--- src/rtl/ttc_trigger_dispatcher_if.sv ---
// Trigger handoff between the TTC trigger dispatcher (master) and the
// acquisition controller (slave): qualified trigger pulse, type, number, ready.
interface ttc_trigger_dispatcher_if;
  logic        trigger;
  logic [4:0]  trig_type;
  logic [23:0] trig_num;
  logic        acq_ready;

  modport master (
    output trigger,
    output trig_type,
    output trig_num,
    input  acq_ready
  );

  modport slave (
    input  trigger,
    input  trig_type,
    input  trig_num,
    output acq_ready
  );
endinterface

--- src/rtl/ttc_trigger_dispatcher.sv ---
// Qualifies TTC L1As into one-cycle triggers with latched type/number and keeps drop statistics.
// Optional macro TRIG_HOLDOFF_EN selects holdoff_cfg instead of HOLDOFF_FIXED as holdoff length.
module ttc_trigger_dispatcher #(
  parameter int unsigned HOLDOFF_FIXED = 2
) (
  input  logic                             clk,
  input  logic                             reset,
  input  logic                             ttc_l1a,
  input  logic                             ttc_brdcst_strobe,
  input  logic [5:0]                       ttc_brdcst,
  input  logic [15:0]                      holdoff_cfg,
  input  logic                             clr_status,
  ttc_trigger_dispatcher_if.master         trig_if,
  output logic [15:0]                      missed_cnt,
  output logic                             missed_flag,
  output logic [2:0]                       state
);

  typedef enum logic [2:0] {
    ST_IDLE    = 3'b001,
    ST_ISSUE   = 3'b010,
    ST_HOLDOFF = 3'b100
  } state_e;

  state_e      state_q, state_d;
  logic        trigger_q, trigger_d;
  logic [4:0]  trig_type_q, trig_type_d;
  logic [23:0] trig_num_q, trig_num_d;
  logic [23:0] next_num_q, next_num_d;
  logic [2:0]  type_code_q, type_code_d;
  logic [15:0] hold_cnt_q, hold_cnt_d;
  logic [15:0] missed_cnt_q, missed_cnt_d;
  logic        missed_flag_q, missed_flag_d;

  logic        type_set;
  logic        ecr;
  logic        accept;
  logic        drop;
  logic [23:0] num_base;
  logic [15:0] hold_len;
  logic [4:0]  type_onehot;

`ifdef TRIG_HOLDOFF_EN
  assign hold_len = (holdoff_cfg == 16'd0) ? 16'd1 : holdoff_cfg;
`else
  logic unused_holdoff_cfg;
  assign unused_holdoff_cfg = ^holdoff_cfg;
  assign hold_len = 16'(HOLDOFF_FIXED);
`endif

  assign type_set = ttc_brdcst_strobe && (ttc_brdcst[5:3] == 3'b101);
  assign ecr      = ttc_brdcst_strobe && (ttc_brdcst == 6'b000010);
  // ECR acts before a coincident L1A, so the L1A numbers from the reset value.
  assign num_base = ecr ? 24'd1 : next_num_q;
  assign accept   = (state_q == ST_IDLE) && ttc_l1a && trig_if.acq_ready &&
                    (type_code_q != 3'd0);
  assign drop     = ttc_l1a && !accept;

  always_comb begin
    type_onehot = '0;
    case (type_code_q)
      3'd1:    type_onehot = 5'b00001;
      3'd2:    type_onehot = 5'b00010;
      3'd3:    type_onehot = 5'b00100;
      3'd4:    type_onehot = 5'b01000;
      default: type_onehot = '0;
    endcase
  end

  always_comb begin
    state_d       = state_q;
    trigger_d     = 1'b0;
    trig_type_d   = trig_type_q;
    trig_num_d    = trig_num_q;
    next_num_d    = num_base;
    type_code_d   = type_code_q;
    hold_cnt_d    = hold_cnt_q;
    missed_cnt_d  = missed_cnt_q;
    missed_flag_d = missed_flag_q;

    if (type_set) begin
      type_code_d = (ttc_brdcst[2:0] >= 3'd1 && ttc_brdcst[2:0] <= 3'd4) ?
                    ttc_brdcst[2:0] : 3'd0;
    end

    case (state_q)
      ST_IDLE: begin
        if (accept) begin
          state_d     = ST_ISSUE;
          trigger_d   = 1'b1;
          trig_type_d = type_onehot;
          trig_num_d  = num_base;
          next_num_d  = num_base + 24'd1;
        end
      end
      ST_ISSUE: begin
        state_d    = ST_HOLDOFF;
        hold_cnt_d = hold_len - 16'd1;
      end
      ST_HOLDOFF: begin
        if (hold_cnt_q == 16'd0) begin
          state_d = ST_IDLE;
        end else begin
          hold_cnt_d = hold_cnt_q - 16'd1;
        end
      end
      default: state_d = ST_IDLE;
    endcase

    if (clr_status) begin
      missed_cnt_d  = '0;
      missed_flag_d = 1'b0;
    end else if (drop) begin
      missed_flag_d = 1'b1;
      if (missed_cnt_q != '1) begin
        missed_cnt_d = missed_cnt_q + 16'd1;
      end
    end
  end

  always_ff @(posedge clk) begin
    if (reset) begin
      state_q       <= ST_IDLE;
      trigger_q     <= 1'b0;
      trig_type_q   <= '0;
      trig_num_q    <= '0;
      next_num_q    <= 24'd1;
      type_code_q   <= '0;
      hold_cnt_q    <= '0;
      missed_cnt_q  <= '0;
      missed_flag_q <= 1'b0;
    end else begin
      state_q       <= state_d;
      trigger_q     <= trigger_d;
      trig_type_q   <= trig_type_d;
      trig_num_q    <= trig_num_d;
      next_num_q    <= next_num_d;
      type_code_q   <= type_code_d;
      hold_cnt_q    <= hold_cnt_d;
      missed_cnt_q  <= missed_cnt_d;
      missed_flag_q <= missed_flag_d;
    end
  end

  assign trig_if.trigger   = trigger_q;
  assign trig_if.trig_type = trig_type_q;
  assign trig_if.trig_num  = trig_num_q;
  assign missed_cnt        = missed_cnt_q;
  assign missed_flag       = missed_flag_q;
  assign state             = state_q;

endmodule
--- src/flat_wrapper.sv ---
// flat-port wrapper written by rule: the top's interface ports become plain ports
module ttc_trigger_dispatcher_flat 
#(
  parameter int unsigned HOLDOFF_FIXED = 2
)
  (clk, reset, ttc_l1a, ttc_brdcst_strobe, ttc_brdcst, holdoff_cfg, clr_status, missed_cnt, missed_flag, state, trig_if_trigger, trig_if_trig_type, trig_if_trig_num, trig_if_acq_ready);
  ttc_trigger_dispatcher_if trig_if_i ();
  input  logic clk;
  input  logic reset;
  input  logic ttc_l1a;
  input  logic ttc_brdcst_strobe;
  input  logic [5:0] ttc_brdcst;
  input  logic [15:0] holdoff_cfg;
  input  logic clr_status;
  output logic [15:0] missed_cnt;
  output logic missed_flag;
  output logic [2:0] state;
  output wire logic [$bits(trig_if_i.trigger)-1:0] trig_if_trigger;
  output wire logic [$bits(trig_if_i.trig_type)-1:0] trig_if_trig_type;
  output wire logic [$bits(trig_if_i.trig_num)-1:0] trig_if_trig_num;
  input wire logic [$bits(trig_if_i.acq_ready)-1:0] trig_if_acq_ready;
  assign trig_if_trigger = trig_if_i.trigger;
  assign trig_if_trig_type = trig_if_i.trig_type;
  assign trig_if_trig_num = trig_if_i.trig_num;
  assign trig_if_i.acq_ready = trig_if_acq_ready;
  ttc_trigger_dispatcher #(.HOLDOFF_FIXED(HOLDOFF_FIXED)) u_core (.clk(clk), .reset(reset), .ttc_l1a(ttc_l1a), .ttc_brdcst_strobe(ttc_brdcst_strobe), .ttc_brdcst(ttc_brdcst), .holdoff_cfg(holdoff_cfg), .clr_status(clr_status), .trig_if(trig_if_i), .missed_cnt(missed_cnt), .missed_flag(missed_flag), .state(state));
endmodule
--- config.mk ---
export PLATFORM = sky130hd
export DESIGN_NAME = ttc_trigger_dispatcher_flat
export DESIGN_NICKNAME = d
export VERILOG_FILES = /design/src/rtl/ttc_trigger_dispatcher_if.sv /design/src/rtl/ttc_trigger_dispatcher.sv /design/src/flat_wrapper.sv
export SDC_FILE = /design/constraint.sdc
export NUM_CORES = 1
export LEC_CHECK = 0
export BUFFER_PORTS_ARGS = -buffer_cell sky130_fd_sc_hd__buf_2
export CAP_MARGIN = 25
export CELL_PAD_IN_SITES_DETAIL_PLACEMENT = 1
export CELL_PAD_IN_SITES_GLOBAL_PLACEMENT = 2
export CORE_ASPECT_RATIO = 0.7
export CORE_UTILIZATION = 35
export DETAILED_ROUTE_END_ITERATION = 16
export PLACE_DENSITY_LB_ADDON = 0.1
export RECOVER_POWER = 100
export SLEW_MARGIN = 15
export SYNTH_ARGS = -nofsm -noshare
export SYNTH_HDL_FRONTEND = slang
export SYNTH_SLANG_ARGS = --single-unit
--- constraint.sdc ---
create_clock -name clk -period 3.98 [get_ports clk]
set_input_delay 0.796 -clock clk [delete_from_list [all_inputs] [get_ports clk]]
set_output_delay 0.796 -clock clk [all_outputs]
set_load 0.01 [all_outputs]
# Word-level counts from Yosys, hierarchy flattened
# Index checks and enable logic that the tools add are counted.
# word_totals
reg_bits	93
latchBits	0
ram_bits	0
romBits	0
in_bits	28
out_inout_bits	50
word_cells	56
n_memories	0
# classes
n_addsub	3
multipliers	0
div_mod_pow	0
magnitude_cmp	2
eq_ne	13
n_shift	0
n_mux	11
n_bitwise	1
n_reduce_logical	17
# op_table
cell	n
24-bit two-way mux	3
16-bit case mux with 2 select lines	1
24-bit by 1-bit adder with 24-bit output (second input constant)	1
16-bit by 1-bit adder with 16-bit output (second input constant)	1
16-bit logical NOT	1
16-bit two-way mux	1
16-bit inequality test (second input constant)	1
4-bit case mux with 4 select lines	1
16-bit by 1-bit subtractor with 16-bit output (second input constant)	1
3-bit by 2-bit equality test with 1-bit output (second input constant)	3
3-bit equality test (second input constant)	3
3-bit two-way mux	3
3-bit case mux with 3 select lines	1
2-bit AND reduction	4
1-bit logical AND	7
3-bit by 1-bit equality test with 1-bit output (second input constant)	2
6-bit by 2-bit equality test with 1-bit output (second input constant)	1
2-bit by 1-bit inequality test with 1-bit output (second input constant)	2
2-bit OR reduction	2
3-bit by 1-bit greater-or-equal comparator with 1-bit output (second input constant)	1
3-bit <= comparator (second input constant)	1
3-bit nonzero test	1
2-bit inequality test (second input constant)	1
2-bit nonzero test	1
other kinds (3)	3

# Logic depth before layout (Yosys ltp)
# Gate-level depths: netlist of the first run.
# logic_depth
word_depth	7
depth_mapped	10
depth_no_buf	8

# Worst setup path before layout of the first run
# OpenSTA, ideal clock, no wires.
# synth_path
path_kind	input-to-reg
from	input port ttc_brdcst[0]
to	register u_core.next_num_q[12]
t_arrival_ns	2.735
t_required_ns	3.852
setup_slack_ns	1.117
cell_stages	10
path_buffers	2
cell_sequence	or3_1 -> or2_2 -> clkbuf_1 -> and2_1 -> ha_1 -> nand4_1 -> clkbuf_1 -> nor3_1 -> xor2_1 -> nor2_1
# synth_via
elab_chain_len	6
# synth_rtl
item	line	text
start: declaration	flat_wrapper.sv:12	input logic [5:0] ttc_brdcst;
6-bit by 2-bit equality test with 1-bit output	ttc_trigger_dispatcher.sv:52	assign ecr = ttc_brdcst_strobe && (ttc_brdcst == 6'b000010);
1-bit logical AND	ttc_trigger_dispatcher.sv:52	
24-bit two-way mux	ttc_trigger_dispatcher.sv:54	assign num_base = ecr ? 24'd1 : next_num_q;
via u_core.num_base[1]	ttc_trigger_dispatcher.sv:39	logic [23:0] num_base;
24-bit by 1-bit adder with 24-bit output	ttc_trigger_dispatcher.sv:93	next_num_d = num_base + 24'd1;
24-bit two-way mux	ttc_trigger_dispatcher.sv:88	if (accept) begin
24-bit two-way mux	ttc_trigger_dispatcher.sv:86	case (state_q)
end signal: assignment	ttc_trigger_dispatcher.sv:137	next_num_q <= next_num_d;
end: declaration	ttc_trigger_dispatcher.sv:29	logic [23:0] next_num_q, next_num_d;
# The timed path passes the listed nets, and every way through them passes these cells.
# A chain may end at the register's enable or synchronous reset.

# Worst setup path after layout of the first run
# layout_path
from	input port ttc_brdcst[0]
to	register u_core.next_num_q[10]
# Same word-level chain as after synthesis.

==> flow_metrics.tcl, run 1 <==
set metrics [dict create \
    port_buffers 60 \
    grtUsageTotal_pct 18.7 \
    core-area_sq_mm 0.0113 \
    synth_seq_area_share_pct 44.2 \
    worst_ir_drop_vdd_mv 0.207 \
    rsz0062_at_grt "no" \
    whs_ns 0.446 \
    cts_root_buf "clkbuf_16" \
    grt_pass1_vias 3606 \
    setup_slack_ns 0.909 \
    syn_inst 507 \
    viasPerCell 5.21 \
    p_per_area_mw_per_mm2 384 \
    finalCriticalPeriod_ns 3.07 \
    crit_top_cell "clkbuf_1" \
    synth_top_area_share_pct 44.2 \
    post-cts-setup-buffer-count 0 \
    gr-usage-met2_pct 28.2 \
    die_width_microns 132 \
    critPathSlowestCell "clkbuf_1" \
    io_pins 78 \
    critPathKind "in -> reg" \
    layout-drive-gt1-share_pct 7.28 \
    die_y_microns 93.3 \
    relSlewSlack_pct 1.24 \
    synth_area_sq_mm 0.00417 \
    cts_resized 0 \
    core.rowCount 32 \
    wl_per_cell_microns 15.3 \
    synth_edf_count 0 \
    met1_usage_pct 26.7 \
    critPathBufInv 3 \
    yosysTopAreaCell "dfxtp_1" \
    clk_latency_ns 0.34 \
    drt-initial-drc-count 135 \
    drt_pass1_iterations 4 \
    fmax_mhz 326 \
    outcome "finished clean" \
    synth_ff_type "dfxtp_1" \
    drc_errors 0 \
    grt_first_pass_wirelength_microns 18200 \
    final_util_pct 42.7 \
    htreeDepth 3 \
    async_flop_share_pct 0 \
    numCtsBuffers 9 \
    ys_warn_count 0 \
    gp_congestion 0.760 \
    finalCritPeriodShare_pct 77.2 \
    ys_seq_elements 92 \
    via_count 3729 \
    antennaDiodeCount 0 \
    synthesis.nets 538 \
    avgSynthCellArea_sq_um 8.23 \
    cts_sinks 92 \
    end_kind "flip-flop" \
    n_fill_cell 1431 \
    path_clk_slew_ns 0.07 \
    busiest_layer "met2" \
    yosys-top-cells-area "dfxtp_1, nor2_1, xnor2_1, a21oi_1, nand2_1" \
    grtUsageMet3_pct 4.12 \
    cp-start-kind "input pin" \
    maxCapViolCount 0 \
    nets 589 \
    slew_violations 0 \
    antenna_left 0 \
    dp_hpwl_microns 7680 \
    required_ns 4.18 \
    grt_max_degree 31 \
    cp_max_fo 28 \
    hold_path.class "reg -> reg" \
    fin_setup_tns_ns 0 \
    dieArea_sq_mm 0.0124 \
    wirelength_microns 10900 \
    leakage_nw 1.53 \
    pre_cts_ws_ns 0.883 \
    syn_to_final_growth_pct 15.7 \
    worst_pin_slew_ns 1.48 \
    cts_tree "built" \
    synth_cell_types 57 \
    cts_max_path_buffers 2 \
    gr-total-overflow 0 \
    crit_arrival_ns 3.28 \
    hold_viol 0 \
    fin_total_pwr_mw 1.85 \
    grt_antenna_before_repair 0 \
    max_stage_delay_ns 0.46 \
    crit_family "simple AND/OR/NAND/NOR gates" \
    finalSetupViolCount 0 \
    cts_hold_buf 0 \
    clock_skew_ns 0.00587 \
    start_util_pct 36.9 \
    crit_chain "clkbuf_1 -> or3_1 -> or2_2 -> buf_4 -> and2_0 -> ha_1 -> nand4_1 -> clkbuf_1 -> nor3_1 -> xnor2_1 -> nor2_1" \
]
-- layout by cell type, fill, tap and decap left out, drive strengths merged, types with 3 or more instances in the layout --
| cell | instances |
|---|---|
| dfxtp | 92 |
| buf | 14 |
| nor4 | 11 |
| nor2 | 75 |
| clkbuf | 62 |
| o2111ai | 4 |
| inv | 14 |
| clkinv | 3 |
| o211ai | 3 |
| nor3 | 22 |
| or3 | 6 |
| a211oi | 5 |
| nand2 | 53 |
| nand3 | 36 |
| xnor2 | 26 |
| o31ai | 3 |
| xor2 | 15 |
| and2 | 3 |
| nand2b | 4 |
| a21oi | 42 |
| nand4 | 12 |
| nor3b | 5 |
| o21ai | 8 |
| mux2i | 3 |
| ha | 3 |
| or4 | 4 |
| and4 | 4 |
-- sequential cells by signal, indices dropped and copies added (netlist names) --
signal / flops
u_core.hold_cnt_q: 16
u_core.missed_cnt: 16
u_core.missed_flag: 1
u_core.next_num_q: 24
u_core.state: 3
u_core.trig_if.trig_num: 24
u_core.trig_if.trig_type: 4
u_core.trig_if.trigger: 1
u_core.type_code_q: 3
-- worst min-delay path, cell delays in order (launching register included) --
cell     delay [ns]
dfxtp_1        0.31
inv_1          0.05
a21oi_1        0.05
-- routing by layer --
layer / share of wire (%) / vias to the layer above / routed length (microns)
li1: - / 1866 / -
met4: 0.97 / 0 / 106
met1: 54 / 1795 / 5860
met5: 0 / - / 0
met2: 42 / 60 / 4590
met3: 3.3 / 8 / 355
-- area by class of cell --
class / count / area (sq um) / area share (%)
Sequential cell: 92 / 1840 / 38.2
Tap cell: 153 / 191 / 3.97
Clock buffer: 10 / 239 / 4.95
Inverter: 14 / 52.6 / 1.09
Multi-Input combinational cell: 375 / 2160 / 44.8
Clock inverter: 6 / 63.8 / 1.32
Timing Repair Buffer: 66 / 275 / 5.70
-- synth_stat cells (3+ instances only) --
cell type  instances
o21ai_0            7
o31ai_1            3
nand4_1           11
nor3b_1            5
nand3_1           36
xor2_1            15
and2_1             3
mux2i_1            3
or3_1              6
inv_1             14
and4_1             3
nor3_1            22
a211oi_1           5
a21oi_1           41
ha_1               3
nor2_1            75
nand2_1           53
clkbuf_1          21
o2111ai_1          4
dfxtp_1           92
xnor2_1           26
nand2b_1           4
nor4_1            11
buf_2              3
-- worst paths after layout --
check | start | endpoint | slack (ns) | depth (start not counted)
setup / recovery | ttc_brdcst[0] | u_core.next_num_q[10] | 0.91 | 11
setup reg to reg | u_core.state[0] | u_core.next_num_q[23] | 1.02 | 6
hold / removal | u_core.missed_flag | u_core.missed_flag | 0.45 | 2
hold reg to reg | u_core.missed_flag | u_core.missed_flag | 0.45 | 2
-- stage by stage --
step | instances | instance area [sq um]
3_5_place_dp | 700 | 4610
3_3_place_gp | 700 | 4610
6_report | 716 | 4830
4_1_cts | 716 | 4910
2_1_floorplan | 507 | 4170
5_1_grt | 716 | 4830
-- cell families (layout without fill, tap and decap cells) --
kind of cell	count (synthesis)	count (layout)	synth area share, %
xor gates and xnor gates	41	41	8.61
adders and majority gates	3	3	0.900
other	1	1	0.0899
muxes	5	5	1.26
AOI/OAI and AO/OA	78	78	11.8
buffers and inverters	40	96	3.78
and+or+nand+nor	247	247	29.5
DFF	92	92	44.2
-- power by group --
group	switching, mW	total [mW]	internal [mW]
Sequential	0.00269	0.925	0.922
Combinational	0.0358	0.0493	0.0135
Clock	0.374	0.877	0.503
Power figures use the tool's default switching activity.
==> inputs of run 2 (changes only) <==
ABC_AREA = 1   (was not set)
CORE_UTILIZATION = 28   (was 35)
clock period = 2.48 ns   (was 3.98 ns; I/O delays follow)
==> run 2 against run 1 <==
Effect of this change: first-iteration DRC count up 29%; clock skew shrank 0.0012 ns; register-to-register slack lost 0.81 ns; cell count rose by 29%; largest power group unchanged; flip-flop and latch count unchanged; wire length is 22% higher; power is 61% higher; synthesized cell count increased by 26%; critical path depth rose by 4.
==> flow_metrics.tcl, run 2 <==
set metrics [dict create \
    clock_skew_ns 0.00465 \
    synth_ff_type "dfxtp_1" \
    final_cell_mix "nand2_1, dfxtp_1, nor2_1" \
    n_fill_cell 1993 \
    cts_sinks 92 \
    drt-initial-drc-count 174 \
    required_ns 2.72 \
    drc_errors 0 \
    antenna_left 0 \
    synth_cell_types 41 \
    synth_top_area_share_pct 40.2 \
    ys_warn_count 0 \
    finalCritPeriodShare_pct 92.7 \
    r2r_cells 9 \
    leakage_nw 1.97 \
    gr-total-overflow 0 \
    critPathSlowestCell "nor3_1" \
    synthesis.nets 669 \
    startpoint "ttc_brdcst[0]" \
    synth_seq_area_share_pct 40.2 \
    timing.critical_path.to "u_core.next_num_q[16]" \
    ys_top_cells_by_count "nand2_1, dfxtp_1, nor2_1, a21oi_1, inv_1" \
    drt_pass1_iterations 4 \
    fin_setup_tns_ns 0 \
    layout-drive-gt1-share_pct 12.2 \
    slew_violations 0 \
    p_per_area_mw_per_mm2 561 \
    cts_max_path_buffers 2 \
    grt_first_pass_wirelength_microns 21800 \
    cp-start-kind "input pin" \
    max_stage_delay_ns 0.36 \
    worst_ir_drop_vdd_mv 0.273 \
    cts_hold_buf 0 \
    io_pins 78 \
    wl_per_cell_microns 14.3 \
    antennaDiodeCount 0 \
    core-area_sq_mm 0.0157 \
    r2r_end "u_core.next_num_q[16]" \
    clk_latency_ns 0.34 \
    syn_to_final_growth_pct 15.7 \
    relSlewSlack_pct 45.1 \
    synth_edf_count 0 \
    cts_root_buf "clkbuf_16" \
    yosysTopAreaCell "dfxtp_1" \
    grtUsageTotal_pct 16.8 \
    core.rowCount 38 \
    cts_resized 0 \
    hold_path.class "reg -> reg" \
    layout_commonest_cell "nand2_1" \
    gp_congestion 0.817 \
    crit_family "simple AND/OR/NAND/NOR gates" \
    dieArea_sq_mm 0.0169 \
    worst-path-stages 15 \
    rsz0062_at_grt "no" \
    finalSetupViolCount 0 \
    maxCapViolCount 0 \
    critPathBufInv 3 \
    via_count 4256 \
    synth_most_common_cell "nand2_1" \
    fmax_mhz 435 \
    grt_pass1_vias 4192 \
    start_util_pct 29.1 \
    dp_hpwl_microns 10100 \
    crit_top_cell "nand2_1" \
    crit_arrival_ns 2.54 \
    yosys-top-cells-area "dfxtp_1, nand2_1, a21oi_1, nor2_1, inv_1" \
    syn_inst 638 \
    critPathKind "in -> reg" \
    path_clk_slew_ns 0.07 \
    end_kind "flip-flop" \
    r2r_slack_ns 0.21 \
    finalCriticalPeriod_ns 2.30 \
    port_buffers 60 \
    die_width_microns 155 \
    async_flop_share_pct 0 \
    pre_cts_ws_ns 0.00568 \
    outcome "finished clean" \
    wirelength_microns 13300 \
    grt_antenna_before_repair 0 \
    htreeDepth 3 \
    hold_viol 0 \
    post-cts-setup-buffer-count 0 \
    cts_tree "built" \
    die_y_microns 109 \
    nets 733 \
    numCtsBuffers 9 \
    avgSynthCellArea_sq_um 7.19 \
    crit_chain "buf_2 -> inv_1 -> nand2_1 -> inv_1 -> nand2_1 -> nor2_1 -> or2_2 -> ha_1 -> nand2_1 -> nor3_1 -> nand4_4 -> nor2_2 -> nand3_1 -> nand2_1 -> nor2_1" \
    viasPerCell 4.60 \
    cp_max_fo 5 \
    worst_pin_slew_ns 0.824 \
    setup_slack_ns 0.180 \
    synth_area_sq_mm 0.00459 \
    reg2reg_from "u_core.state[0]" \
    ys_seq_elements 92 \
    grt_max_degree 35 \
]
## run 2: metal layers
| layer | up-vias | global-route usage, % | part of all wire (%) |
|---|---|---|---|
| met2 | 68 | 23.9 | 40 |
| met5 | - | 0 | 0 |
| met3 | 9 | 4.89 | 5.0 |
| li1 | 2202 | - | - |
| met1 | 1977 | 24.3 | 54 |
| met4 | 0 | 4.46 | 0.93 |
## run 2: worst min path at each step
stage | from | depth (start not counted) | endpoint
6_report | u_core.missed_flag | 2 | u_core.missed_flag
5_1_grt | u_core.missed_flag | 2 | u_core.missed_flag
4_1_cts | reset | 2 | u_core.trig_if.trig_num[3]
3_5_place_dp | u_core.missed_flag | 2 | u_core.missed_flag
3_3_place_gp | u_core.missed_flag | 2 | u_core.missed_flag
2_1_floorplan | u_core.next_num_q[23] | 2 | u_core.trig_if.trig_num[23]
## run 2: where the power goes
part	switching (mW)	internal [mW]	total, mW
logic	0.107	0.0473	0.155
clock network	0.587	0.728	1.32
registers	0.0116	1.50	1.51
total	0.706	2.27	2.98
## run 2: logic make-up (layout without fill, tap and decap cells)
kind of cell / after synthesis / after routing / share of synthesized area, %
and+or+nand+nor: 308 / 308 / 34.1
DFF: 92 / 92 / 40.2
AOI/OAI and AO/OA: 125 / 125 / 14.2
other: 1 / 1 / 0.0818
xor gates and xnor gates: 8 / 8 / 1.53
buffers and inverters: 101 / 169 / 9.08
adders and majority gates: 3 / 3 / 0.818
## run 2: final cells by class
| cell class | count | area [sq um] | area share (%) |
|---|---|---|---|
| clock buffers | 13 | 260 | 4.91 |
| clock inverters | 2 | 10.0 | 0.189 |
| inverters | 83 | 312 | 5.87 |
| multi-input cells | 445 | 2280 | 43.0 |
| flip-flops and latches | 92 | 1840 | 34.7 |
| well taps | 220 | 275 | 5.19 |
| repair buffers | 71 | 325 | 6.13 |
## run 2: stage by stage
step	cell area (sq um)	hold WS, ns	util [%]	instances	power (mW)
finish	5310	0.452	33.7	926	2.98
global route	5310	0.475	33.7	926	3.10
CTS	5420	0.418	34.5	926	3.05
detailed placement	5150	0.447	32.7	911	1.71
global placement	5150	0.443	32.7	911	1.70
floorplan	4590	0.448	-	638	1.64
## run 2: worst register-to-register path, stage by stage, from the launching register on
cell,delay [ns]
dfxtp_1,0.39
nand2_1,0.11
nor2_4,0.12
nand3_1,0.43
nor3_1,0.51
nand4_4,0.20
nor2_2,0.20
nand3_1,0.09
nand2_1,0.08
nor2_1,0.05
==> inputs of run 3 (changes only) <==
PLACE_DENSITY_LB_ADDON = 0.08   (was 0.1)
==> run 3 against run 2 <==
Effect of this change: first-iteration DRC count is 2.3% higher; sequential power hardly changed; combinational power hardly changed; largest cell class unchanged; critical endpoint unchanged; global-route usage hardly changed.
==> flow_metrics.tcl, run 3 (synthesized netlist as in run 2, its figures left out) <==
set metrics [dict create \
    outcome "finished clean" \
    clock_skew_ns 0.00830 \
    end_kind "flip-flop" \
    stdcell_count 926 \
    gp_congestion 0.816 \
    max_stage_delay_ns 0.34 \
    relSlewSlack_pct 42.6 \
    post-cts-setup-buffer-count 0 \
    grt_max_degree 43 \
    antenna_left 0 \
    cp_max_fo 5 \
    drc_errors 0 \
    layout_commonest_cell "nand2_1" \
    rsz0062_at_grt "no" \
    die_y_microns 109 \
    viasPerCell 4.67 \
    die_width_microns 155 \
    cts_tree "built" \
    final_cell_mix "nand2_1, dfxtp_1, nor2_1" \
    maxCapViolCount 0 \
    setup_slack_ns 0.290 \
    stdcell_area_sq_mm 0.00533 \
    critPathKind "in -> reg" \
    drt-initial-drc-count 178 \
    hold_viol 0 \
    finalCriticalPeriod_ns 2.19 \
    numCtsBuffers 9 \
    crit_chain "clkbuf_1 -> inv_1 -> nand2_1 -> inv_1 -> nand2_1 -> nor2_1 -> or2_2 -> ha_1 -> nand2_1 -> nor3_1 -> nand4_4 -> nor2_4 -> nand3_1 -> nand2_1 -> nor2_1" \
    p_per_area_mw_per_mm2 559 \
    wl_per_cell_microns 14.4 \
    syn_to_final_growth_pct 16.1 \
    port_buffers 60 \
    layout-drive-gt1-share_pct 12.2 \
    pre_cts_ws_ns 0.00983 \
    cp-start-kind "input pin" \
    hold_path.class "reg -> reg" \
    leakage_nw 1.96 \
    cts_root_buf "clkbuf_16" \
    path_clk_slew_ns 0.07 \
    grtUsageTotal_pct 16.8 \
    start_util_pct 29.1 \
    wirelength_microns 13400 \
    via_count 4323 \
    clk_latency_ns 0.35 \
    final_util_pct 33.9 \
    grt_pass1_vias 4187 \
    finalCritPeriodShare_pct 88.3 \
    cts_sinks 92 \
    dieArea_sq_mm 0.0169 \
    placed_area_sq_mm 0.00516 \
    fin_setup_tns_ns 0 \
    dp_hpwl_microns 10200 \
    gr-total-overflow 0 \
    nets 733 \
    worst_pin_slew_ns 0.861 \
    crit_arrival_ns 2.44 \
    antennaDiodeCount 0 \
    cts_max_path_buffers 2 \
    grt_first_pass_wirelength_microns 21800 \
    worst_ir_drop_vdd_mv 0.293 \
    io_pins 78 \
    post-place-cells 911 \
    grt_antenna_before_repair 0 \
    critPathBufInv 3 \
    slew_violations 0 \
    crit_top_cell "nand2_1" \
    whs_ns 0.452 \
    critPathSlowestCell "nor3_1" \
    core-area_sq_mm 0.0157 \
    crit_family "simple AND/OR/NAND/NOR gates" \
    fmax_mhz 457 \
    fin_total_pwr_mw 2.98 \
    required_ns 2.73 \
    drt_pass1_iterations 4 \
    htreeDepth 3 \
    finalSetupViolCount 0 \
    core.rowCount 38 \
]
[run 3: worst paths after layout]
check                     start                     to  slack (ns)  cells past startpoint
max reg2reg     u_core.state[0]  u_core.next_num_q[19]        0.30                      9
min reg2reg  u_core.missed_flag     u_core.missed_flag        0.45                      2
max               ttc_brdcst[0]  u_core.next_num_q[16]        0.29                     15
min          u_core.missed_flag     u_core.missed_flag        0.45                      2
[run 3: layout make-up]
type,count,area (sq um)
Fill cell,2018,10400
Tap cell,220,275
Clock inverter,2,10.0
Clock buffer,13,260
Multi-Input combinational cell,445,2290
Sequential cell,92,1840
Timing Repair Buffer,71,334
Inverter,83,315
[run 3: metal layers]
layer	vias to the layer above	global-route usage (%)	wire, microns
met5	-	0	0
met4	0	4.67	137
met3	10	4.89	677
met2	63	24.1	5270
met1	2053	24.1	7280
li1	2197	-	-
[run 3: timing repair]
item,CTS,global route
endpoints found under the setup margin,0,2
endpoints found under the hold margin,0,0
hold buffers,0,0
resized for setup,0,1
[run 3: power breakdown]
part           total (mW)  internal [mW]  switching, mW  leakage [nW]
registers            1.51           1.50         0.0117         0.742
logic               0.154         0.0456          0.108          1.09
clock network        1.32          0.728          0.591         0.135
total                2.98           2.27          0.711          1.96
[run 3: worst register-to-register path, cell delays in order (launching register included)]
cell and delay (ns):
dfxtp_1 0.37, nand2_1 0.07, nor2_1 0.26, nand3_4 0.33, inv_2 0.28, buf_12 0.20
nand3_1 0.19, o21ai_0 0.23, nand2_1 0.08, nor2_1 0.11
